===== src/rtl/sop_error_sweep_ctrl_pkg.sv =====
// Shared types and helpers for the SOP error-sweep checker.
// Holds the sweep FSM state encoding and the unsigned absolute-difference helper.
package sop_sweep_pkg;

    typedef enum logic [1:0] {
        IDLE = 2'd0,
        WAIT = 2'd1,
        CMP  = 2'd2,
        DONE = 2'd3
    } sweep_state_t;

    // Operands are zero-extended to this width, so datapath outputs up to 16 bits fit.
    localparam int ABS_W = 16;

    function automatic logic [ABS_W-1:0] abs_diff(input logic [ABS_W-1:0] a,
                                                  input logic [ABS_W-1:0] b);
        return (a >= b) ? (a - b) : (b - a);
    endfunction

endpackage


===== src/rtl/sop_error_sweep_ctrl_if.sv =====
// Handshake/result bundle between the sweep controller and the datapath under test.
// Define SWEEP_SUM_ERR_EN to carry the accumulated-error result as well.
interface sop_error_sweep_ctrl_if #(
    parameter int N_IN  = 4,
    parameter int N_OUT = 3
);
    logic               start;
    logic               abort;
    logic [N_OUT-1:0]   exact_i;
    logic [N_OUT-1:0]   approx_i;
    logic [N_IN-1:0]    vec_o;
    logic               busy;
    logic               done;
    logic [N_OUT-1:0]   max_err_o;
    logic [N_IN-1:0]    wc_vec_o;
    logic               violation;
    logic [N_IN:0]      viol_cnt_o;
`ifdef SWEEP_SUM_ERR_EN
    logic [N_OUT+N_IN-1:0] sum_err_o;

    modport master (
        output start, abort, exact_i, approx_i,
        input  vec_o, busy, done, max_err_o, wc_vec_o, violation, viol_cnt_o, sum_err_o
    );
    modport slave (
        input  start, abort, exact_i, approx_i,
        output vec_o, busy, done, max_err_o, wc_vec_o, violation, viol_cnt_o, sum_err_o
    );
`else
    modport master (
        output start, abort, exact_i, approx_i,
        input  vec_o, busy, done, max_err_o, wc_vec_o, violation, viol_cnt_o
    );
    modport slave (
        input  start, abort, exact_i, approx_i,
        output vec_o, busy, done, max_err_o, wc_vec_o, violation, viol_cnt_o
    );
`endif
endinterface


===== src/rtl/sop_error_sweep_ctrl_abs_err_unit.sv =====
// Purpose: |a - b| of two unsigned datapath outputs.
// Latency: combinational. Backpressure: none.
module abs_err_unit
    import sop_sweep_pkg::*;
#(
    parameter int W = 3
) (
    input  logic [W-1:0] a,
    input  logic [W-1:0] b,
    output logic [W-1:0] err
);

    // The difference of two W-bit unsigned values always fits in W bits.
    assign err = W'(abs_diff(ABS_W'(a), ABS_W'(b)));

endmodule


===== src/rtl/sop_error_sweep_ctrl.sv =====
// Purpose: exhaustive 2**N_IN sweep of exact vs approximate SOP outputs; tracks max/worst vector/violations.
// Latency: LAT+1 cycles per vector, done 2**N_IN*(LAT+1)+1 cycles after start. Backpressure: none; abort stops early.
// Option: SWEEP_SUM_ERR_EN adds sum_err_o, the total absolute error over the sweep.
module sop_error_sweep_ctrl
    import sop_sweep_pkg::*;
#(
    parameter int N_IN  = 4,
    parameter int N_OUT = 3,
    parameter int ET    = 3,
    parameter int LAT   = 1
) (
    input  logic                    clk,
    input  logic                    rst,
    sop_error_sweep_ctrl_if.slave   bus
);

    localparam int                CW       = (LAT > 1) ? $clog2(LAT + 1) : 1;
    localparam logic [N_IN-1:0]   LAST_VEC = '1;
    localparam logic [N_OUT-1:0]  ET_V     = N_OUT'(ET);
    localparam sweep_state_t      VEC_ST   = (LAT == 0) ? CMP : WAIT;

    sweep_state_t       state;
    logic [CW-1:0]      wait_cnt;
    logic [N_IN-1:0]    vec;
    logic               busy;
    logic               done;
    logic [N_OUT-1:0]   max_err;
    logic [N_IN-1:0]    wc_vec;
    logic               violation;
    logic [N_IN:0]      viol_cnt;
    logic [N_OUT-1:0]   err;
`ifdef SWEEP_SUM_ERR_EN
    logic [N_OUT+N_IN-1:0] sum_err;
`endif

    abs_err_unit #(.W(N_OUT)) u_abs_err (
        .a   (bus.exact_i),
        .b   (bus.approx_i),
        .err (err)
    );

    always_ff @(posedge clk or posedge rst) begin
        if (rst) begin
            state     <= IDLE;
            wait_cnt  <= '0;
            vec       <= '0;
            busy      <= 1'b0;
            done      <= 1'b0;
            max_err   <= '0;
            wc_vec    <= '0;
            violation <= 1'b0;
            viol_cnt  <= '0;
`ifdef SWEEP_SUM_ERR_EN
            sum_err   <= '0;
`endif
        end else begin
            done <= 1'b0;
            // Abort beats every in-sweep action, including the DONE pulse.
            if (state != IDLE && bus.abort) begin
                state <= IDLE;
                busy  <= 1'b0;
            end else begin
                unique case (state)
                    IDLE: begin
                        if (bus.start) begin
                            vec       <= '0;
                            max_err   <= '0;
                            wc_vec    <= '0;
                            violation <= 1'b0;
                            viol_cnt  <= '0;
`ifdef SWEEP_SUM_ERR_EN
                            sum_err   <= '0;
`endif
                            busy      <= 1'b1;
                            wait_cnt  <= CW'(LAT);
                            state     <= VEC_ST;
                        end
                    end
                    WAIT: begin
                        wait_cnt <= wait_cnt - 1'b1;
                        if (wait_cnt <= CW'(1)) begin
                            state <= CMP;
                        end
                    end
                    CMP: begin
                        if (err > max_err) begin
                            max_err <= err;
                            wc_vec  <= vec;
                        end
                        if (err > ET_V) begin
                            viol_cnt  <= viol_cnt + (N_IN+1)'(1);
                            violation <= 1'b1;
                        end
`ifdef SWEEP_SUM_ERR_EN
                        sum_err <= sum_err + (N_OUT+N_IN)'(err);
`endif
                        if (vec == LAST_VEC) begin
                            state <= DONE;
                        end else begin
                            vec      <= vec + 1'b1;
                            wait_cnt <= CW'(LAT);
                            state    <= VEC_ST;
                        end
                    end
                    DONE: begin
                        done  <= 1'b1;
                        busy  <= 1'b0;
                        state <= IDLE;
                    end
                    default: state <= IDLE;
                endcase
            end
        end
    end

    assign bus.vec_o      = vec;
    assign bus.busy       = busy;
    assign bus.done       = done;
    assign bus.max_err_o  = max_err;
    assign bus.wc_vec_o   = wc_vec;
    assign bus.violation  = violation;
    assign bus.viol_cnt_o = viol_cnt;
`ifdef SWEEP_SUM_ERR_EN
    assign bus.sum_err_o  = sum_err;
`endif

endmodule


===== src/flat_wrapper.sv =====
// flat-port wrapper written by rule: the top's interface ports become plain ports
module sop_error_sweep_ctrl_flat import sop_sweep_pkg::*;
#(
    parameter int N_IN  = 4,
    parameter int N_OUT = 3,
    parameter int ET    = 3,
    parameter int LAT   = 1
)
  (clk, rst, bus_start, bus_abort, bus_exact_i, bus_approx_i, bus_vec_o, bus_busy, bus_done, bus_max_err_o, bus_wc_vec_o, bus_violation, bus_viol_cnt_o);
  sop_error_sweep_ctrl_if #(.N_IN(N_IN), .N_OUT(N_OUT)) bus_i ();
  input  logic clk;
  input  logic rst;
  input wire logic [$bits(bus_i.start)-1:0] bus_start;
  input wire logic [$bits(bus_i.abort)-1:0] bus_abort;
  input wire logic [$bits(bus_i.exact_i)-1:0] bus_exact_i;
  input wire logic [$bits(bus_i.approx_i)-1:0] bus_approx_i;
  output wire logic [$bits(bus_i.vec_o)-1:0] bus_vec_o;
  output wire logic [$bits(bus_i.busy)-1:0] bus_busy;
  output wire logic [$bits(bus_i.done)-1:0] bus_done;
  output wire logic [$bits(bus_i.max_err_o)-1:0] bus_max_err_o;
  output wire logic [$bits(bus_i.wc_vec_o)-1:0] bus_wc_vec_o;
  output wire logic [$bits(bus_i.violation)-1:0] bus_violation;
  output wire logic [$bits(bus_i.viol_cnt_o)-1:0] bus_viol_cnt_o;
  assign bus_i.start = bus_start;
  assign bus_i.abort = bus_abort;
  assign bus_i.exact_i = bus_exact_i;
  assign bus_i.approx_i = bus_approx_i;
  assign bus_vec_o = bus_i.vec_o;
  assign bus_busy = bus_i.busy;
  assign bus_done = bus_i.done;
  assign bus_max_err_o = bus_i.max_err_o;
  assign bus_wc_vec_o = bus_i.wc_vec_o;
  assign bus_violation = bus_i.violation;
  assign bus_viol_cnt_o = bus_i.viol_cnt_o;
  sop_error_sweep_ctrl #(.N_IN(N_IN), .N_OUT(N_OUT), .ET(ET), .LAT(LAT)) u_core (.clk(clk), .rst(rst), .bus(bus_i));
endmodule

===== config.mk =====
export PLATFORM = sky130hd
export DESIGN_NAME = sop_error_sweep_ctrl_flat
export DESIGN_NICKNAME = d
export VERILOG_FILES = /design/src/rtl/sop_error_sweep_ctrl_pkg.sv /design/src/rtl/sop_error_sweep_ctrl_if.sv /design/src/rtl/sop_error_sweep_ctrl_abs_err_unit.sv /design/src/rtl/sop_error_sweep_ctrl.sv /design/src/flat_wrapper.sv
export SDC_FILE = /design/constraint.sdc
export NUM_CORES = 1
export LEC_CHECK = 0
export BUFFER_PORTS_ARGS = -buffer_cell sky130_fd_sc_hd__buf_2
export CAP_MARGIN = 20
export CORE_MARGIN = 3
export CORE_UTILIZATION = 34
export DETAILED_ROUTE_END_ITERATION = 8
export PLACE_DENSITY = 0.62
export SETUP_SLACK_MARGIN = 0.02
export SLEW_MARGIN = 20
export SYNTH_ARGS = -nofsm -noshare
export SYNTH_HDL_FRONTEND = slang
export SYNTH_SLANG_ARGS = --single-unit

===== constraint.sdc =====
create_clock -name clk -period 4.4 [get_ports clk]
set_input_delay 0.44 -clock clk [delete_from_list [all_inputs] [get_ports clk]]
set_output_delay 0.44 -clock clk [all_outputs]
set_load 0.005 [all_outputs]

==> results.txt, run 1 <==
Outcome -> finished, final reports clean
Fin crit period -> 3.14 ns
Number of global-route vias before repair -> 1117
Period utilisation layout -> 71.4%
Yosys top cell area share -> 40.5%
Chip width -> 67.8 µm
Pwr/cell area -> 473 nW/µm²
Worst hold margin -> 0.332 ns
Arrival @ worst endpoint -> 3.32 ns
Critical Path Start -> bus_approx_i[0]
Worst vdd ir -> 269 µV
Cell taking the most area after synthesis -> dfrtp_1
TritonCTS buffer count -> 3
Starting Density -> 37.1%
Initial antenna violation count -> 0
Post-DP Area -> 1470 µm²
Vias per cell -> 5.00
Clk slew on worst S/H paths -> 0.07 ns
Worst EP required -> 4.58 ns
Via Count -> 1059
Rows -> 21
Detailed Route Iter0 Violations -> 41
Fmax -> 318 MHz
Post-Route WL -> 2590 µm
Post-CTS Setup Inserts -> 0
Net Sw Frac -> 39.3%
Clk_skew -> 0.000929 ns
Core Footprint -> 3490 µm²
Max-cap violations -> 0
Slew @ Worst Pin -> 0.805 ns
Final std cells w/o fill -> 212
Antenna Nets Post-Route -> 0
P_int -> 438 µW
Placed Cells -> 208
Synth area leaders -> dfrtp_1 41%, ha_1 12%, inv_1 5.2%
Diodes inserted -> 0
Sequential Power Share -> 41.6%
Hold_buf cts -> 0
Worst Setup Start Kind -> primary input
Setup TNS -> 0 ns
Design area -> 1530 µm²
DRC Markers -> 0
PortBufs -> 28
Die area -> 4590 µm²
Post-cts sizing count -> 0
Average size of a mapped cell -> 9.40 µm²
Final Hold Vio Count -> 0
R2r startpoint -> u_core.state[0]$_DFFE_PP0P_
Routed length per instance -> 12.2 µm
Register bit total from synthesis -> 21
Max Slew Vio Count -> 0
Gate Count Post-Synth -> 138
Crit Path Class -> in2reg
Synthesis-to-layout area growth -> 17.6%
Clock power share -> 16.9%
Critical Path Sink -> u_core.bus.wc_vec_o[2]$_DFFE_PP0P_
First-pass GRT wire length -> 4790 µm
Worst skew pair latency -> 0.25 ns
Sequential fraction of the synthesis area -> 40.5%
Final Power -> 722 µW
I/O pins -> 29
Overflow after GRT -> 0
Endpoints failing setup -> 0
Share of layout cells above drive strength 1 -> 21.1%
Initial DRT Pass Iterations -> 4
CTS Sinks -> 21
DIE HEIGHT -> 67.8 µm
Maximum fanout along the worst path -> 12
YS warnings -> 0
Syn Std Cell Area -> 1300 µm²
Min-delay worst type -> in2async
Net Switching -> 284 µW
Leakage -> 0.000779 µW
Largest net degree at the start of global routing -> 22
Clock tree buffer depth -> 2
Crit path capture type -> flip-flop
Comb pwr share -> 41.4%
DP HPWL -> 2000 µm
R2r worst-path depth -> 7
Syn_nets -> 162
H-Tree Depth -> 1
GRT Total Usage -> 13.5%
GP Congestion -> 0.808
Clock root buffer -> clkbuf_8
R2R Setup Slk -> 2.02 ns
CTS tree -> yes
Count of different cell masters after synthesis -> 28
RSZ-0062 raised after global routing -> false
Worst flop-to-flop path endpoint -> u_core.bus.max_err_o[2]$_DFFE_PP0P_
Slew HR -> 46.3%
# nets final -> 191
-- critical path, cell delays in order --
cell and delay [ns]:
buf_2 0.09, inv_1 0.04, ha_1 0.31, nand2b_1 0.17, a211o_2 0.34, a311oi_2 0.66, inv_1 0.15, ha_1 0.33
o21a_1 0.11, o21ai_0 0.20, a21o_1 0.30, mux2i_1 0.20
-- area by class of cell --
cell class / instances / area [µm²]
Clock buffer: 3 / 41.3
Clock inverter: 1 / 5.00
Fill cell: 332 / 1970
Inverter: 18 / 67.6
Multi-Input combinational cell: 95 / 688
Sequential cell: 21 / 526
Tap cell: 46 / 57.6
Timing Repair Buffer: 28 / 140
-- how the worst min path moves through the flow --
| stage | startpoint | to |
|---|---|---|
| floorplan | rst | u_core.bus.busy$_DFFE_PP0P_ |
| global placement | u_core.bus.violation$_DFFE_PP0P_ | u_core.bus.violation$_DFFE_PP0P_ |
| detailed placement | u_core.bus.violation$_DFFE_PP0P_ | u_core.bus.violation$_DFFE_PP0P_ |
| CTS | rst | u_core.bus.viol_cnt_o[4]$_DFFE_PP0P_ |
| global route | rst | u_core.state[1]$_DFFE_PP0P_ |
| finish | rst | u_core.bus.viol_cnt_o[4]$_DFFE_PP0P_ |
-- Yosys cell counts --
master,n
nand3_1,11
nand2b_1,4
mux2_2,1
o21ai_0,8
inv_1,18
o22a_1,1
buf_6,1
a21oi_1,6
dfrtp_1,21
and2_1,1
mux2i_1,2
nor2_1,4
nand4_1,2
a21o_1,1
clkbuf_1,3
o311ai_0,1
or4b_1,2
o31ai_1,1
fa_1,2
o211ai_1,3
a211o_2,1
or4_1,3
a22o_1,6
a311oi_1,3
nor2b_1,3
ha_1,12
nand2_1,15
o21a_1,2
-- metrics by stage --
step / setup slack (ns) / util [%]
floorplan: 1.47 / -
global placement: 0.767 / 42.1
detailed placement: 0.625 / 42.1
CTS: 0.903 / 43.5
global route: 1.01 / 43.6
finish: 1.26 / 43.6
-- sequential cells by signal, indices dropped and copies added, names as in the netlist --
signal,cells
u_core.bus.busy,1
u_core.bus.done,1
u_core.bus.max_err_o,3
u_core.bus.vec_o,4
u_core.bus.viol_cnt_o,5
u_core.bus.violation,1
u_core.bus.wc_vec_o,4
u_core.state,2
-- layout by cell type, fill, tap and decap left out, types with 4 or more instances in the layout --
cell type	instances
inv_1	18
dfrtp_1	21
buf_2	28
nor2_1	4
nand3_1	11
nand2_1	15
a22o_1	6
nand2b_1	4
a21oi_1	6
o21ai_0	8
ha_1	12
-- power groups by stage --
stage | registers, µW | clock network, µW | logic (µW)
2_1_floorplan | 299 | 0 | 207
3_3_place_gp | 303 | 0 | 292
3_5_place_dp | 303 | 0 | 301
4_1_cts | 300 | 129 | 302
5_1_grt | 313 | 138 | 350
6_report | 300 | 122 | 299
-- cell families (layout without fill, tap and decap cells) --
kind of cell               count (synthesis)  after routing  share of synthesized area, %
muxes                                      3              3                          2.41
buffers and inverters                     22             50                          6.94
AOI/OAI and AO/OA                         33             33                          17.6
adders and majority gates                 14             14                          14.7
DFF                                       21             21                          40.5
and+or+nand+nor                           45             45                          17.8
-- per-layer routing --
metal | part of all wire, % | GRT usage, %
met5 | 0 | 0
met4 | 0.89 | 4.47
met3 | 4.2 | 2.50
met2 | 46 | 23.1
met1 | 49 | 16.9
Note: power is estimated with default switching activity, not from simulation.
==> run 2: changes to the inputs <==
PLACE_DENSITY = 0.64   (was 0.62)
clock period = 2.8 ns   (was 4.4 ns; I/O delays follow)
==> run 2 against run 1 <==
Worst setup slack worse by 1.1 ns. Utilization is 1.1 points higher. Total power is 60% higher. Via count is 4.1% higher. Sequential share of layout area is 0.85 points lower. Sequential power is 58% higher. Clock power is 61% higher. Global-route usage is 0.45 points lower. Combinational power is 63% higher. Critical path type unchanged. Largest cell class unchanged. Highest routed layer unchanged.
==> results.txt, run 2 (synthesis results as in run 1) <==
Worst vdd ir -> 474 µV (+76%)
GRT Total Usage -> 13.0% (-0.45 points)
Post-Route WL -> 2660 µm (+2.6%)
Min-delay worst type -> in2async
Slew @ Worst Pin -> 0.820 ns (+0.0145 ns)
Crit path buf inv count -> 2 (-1)
Max FFs per register -> 5 (unchanged)
Clk_skew -> 0.00214 ns (+0.00121 ns)
Worst flop-to-flop path endpoint -> u_core.bus.wc_vec_o[1]$_DFFE_PP0P_
Worst skew pair latency -> 0.26 ns (about the same)
Commonest non-fill, non-tap cells in the layout -> 28 x buf_2, 21 x dfrtp_1, 18 x inv_1
R2r startpoint -> u_core.state[0]$_DFFE_PP0P_
R2r worst-path depth -> 7 (unchanged)
Final WS setup -> 0.151 ns (-1.11 ns)
R2R Setup Slk -> 0.81 ns (-1.21 ns)
Core Footprint -> 3490 µm² (unchanged)
Clock root buffer -> clkbuf_8
Antenna Nets Post-Route -> 0 (unchanged)
Chip width -> 67.8 µm (unchanged)
Max Slew Vio Count -> 0 (unchanged)
Crit path capture type -> flip-flop
Net Sw Frac -> 39.1% (-0.24 points)
Fmax -> 377 MHz
Vias per cell -> 5.06 (+1.2%)
CTS Sinks -> 21 (unchanged)
Starting Density -> 37.1% (unchanged)
Rows -> 21 (unchanged)
Via Count -> 1102 (+4.1%)
Fin util -> 44.8% (+1.1 points)
Worst Setup Start Kind -> primary input
Die area -> 4590 µm² (unchanged)
Critical-path top delay cell -> mux2_2
DIE HEIGHT -> 67.8 µm (unchanged)
Max-cap violations -> 0 (unchanged)
Slew HR -> 45.3% (-0.97 points)
Clock power share -> 16.9% (about the same)
Clock tree buffer depth -> 2 (unchanged)
Leakage -> 0.000804 µW (+3.2%)
Setup TNS -> 0 ns (unchanged)
DP HPWL -> 2070 µm (+3.4%)
Worst EP required -> 2.95 ns (-1.63 ns)
GP Congestion -> 0.810 (+0.20%)
First-pass GRT wire length -> 4620 µm (-3.4%)
CP top delay family -> compound AO/OA/AOI/OAI gates
Routed length per instance -> 12.2 µm (-0.20%)
H-Tree Depth -> 1 (unchanged)
Overflow after GRT -> 0 (unchanged)
RSZ-0062 raised after global routing -> true
Largest stage delay on the critical path -> 0.37 ns (-0.29 ns)
Placed Cells -> 214 (+2.9%)
Maximum fanout along the worst path -> 6 (-6)
Number of global-route vias before repair -> 1074 (-3.8%)
CTS tree -> yes
Fin crit period -> 2.65 ns
Crit-path most repeated cell -> ha_1
PortBufs -> 28 (unchanged)
Synthesis-to-layout area growth -> 20.5%
Outcome -> finished, final reports clean
DRC Markers -> 0 (unchanged)
# nets final -> 197 (+3.1%)
Sequential Power Share -> 41.0% (-0.6 points)
Period utilisation layout -> 94.6%
Diodes inserted -> 0 (unchanged)
Post-CTS Setup Inserts -> 0 (unchanged)
I/O pins -> 29 (unchanged)
Initial DRT Pass Iterations -> 4 (unchanged)
P_int -> 704 µW (+61%)
CP cell instances -> buf_2, inv_1, ha_1, nand2b_1, a211o_2, o21ai_0, mux2_2, ha_1, nor2b_1, o21a_1, o21ai_1, nor2_1, a22o_1
Arrival @ worst endpoint -> 2.80 ns (-0.52 ns)
Largest net degree at the start of global routing -> 22 (unchanged)
Final std cells w/o fill -> 218 (+2.8%)
Clk slew on worst S/H paths -> 0.07 ns (about the same)
Comb pwr share -> 42.0% (+0.6 points)
Detailed Route Iter0 Violations -> 44 (+7.3%)
Pwr/cell area -> 739 nW/µm² (+56%)
TritonCTS buffer count -> 3 (unchanged)
Final Hold Vio Count -> 0 (unchanged)
Net Switching -> 452 µW (+59%)
Leading cell type in the layout, fill and taps excluded -> buf_2
Share of layout cells above drive strength 1 -> 23.3% (+2.2 points)
Place WS -> -0.256 ns (-0.880 ns)
Hold_buf cts -> 0 (unchanged)
Endpoints failing setup -> 0 (unchanged)
Crit Path Class -> in2reg
Initial antenna violation count -> 0 (unchanged)
Layout filler cell count -> 359 (+8.1%)
run 2: worst reg2reg max path, cell delays in order, from the launching register on:
cell and delay (ns):
dfrtp_1 0.38, inv_1 0.09, ha_1 0.25, nand2b_1 0.17, o21ai_0 0.41, nand2_1 0.11
nor2_1 0.32, a22o_1 0.21
run 2: power by group through the flow:
| stage | combinational [µW] | sequential, µW | clock [µW] |
|---|---|---|---|
| 5_1_grt | 562 | 489 | 220 |
| 4_1_cts | 490 | 474 | 206 |
| 3_3_place_gp | 471 | 474 | 0 |
| 2_1_floorplan | 326 | 470 | 0 |
| 3_5_place_dp | 488 | 480 | 0 |
| 6_report | 486 | 474 | 196 |
run 2: how the worst max path moves through the flow:
stage                                from                            endpoint  slack [ns]  cells past startpoint
after floorplan           bus_approx_i[0]  u_core.bus.wc_vec_o[2]$_DFFE_PP0P_        0.03                     14
after global placement    bus_approx_i[0]  u_core.bus.wc_vec_o[2]$_DFFE_PP0P_       -0.12                     13
after detailed placement  bus_approx_i[0]  u_core.bus.wc_vec_o[2]$_DFFE_PP0P_       -0.26                     13
after CTS                 bus_approx_i[0]  u_core.bus.wc_vec_o[2]$_DFFE_PP0P_        0.02                     13
after global routing      bus_approx_i[0]  u_core.bus.wc_vec_o[2]$_DFFE_PP0P_        0.02                     13
final                     bus_approx_i[0]  u_core.bus.wc_vec_o[1]$_DFFE_PP0P_        0.15                     13
run 2: layout make-up:
class	count	area, µm²	area share [%]
clock buffer	4	45.0	2.88
inverter	18	67.6	4.32
multi-input combinational	95	683	43.7
sequential	21	526	33.6
tap	46	57.6	3.68
timing repair buffer	34	185	11.8
run 2: stage by stage:
stage / hold WS [ns] / area, µm² / power [µW]
finish: 0.171 / 1560 / 1160
global route: 0.230 / 1560 / 1270
CTS: 0.198 / 1560 / 1170
detailed placement: 0.476 / 1520 / 968
global placement: 0.461 / 1520 / 945
floorplan: 0.257 / 1300 / 796
run 2: layer usage:
metal | track usage, % | vias to the layer above | wire length, µm
met2 | 22.6 | 19 | 1280
met3 | 3.00 | 2 | 124
li1 | - | 560 | -
met4 | 2.98 | 0 | 16
met1 | 16.3 | 521 | 1240
met5 | 0 | - | 0
run 2: repair_timing:
| action | CTS | global route |
|---|---|---|
| gates resized for setup | 0 | 2 |
| pin swaps | 1 | 0 |
| setup endpoints to repair | 1 | 7 |
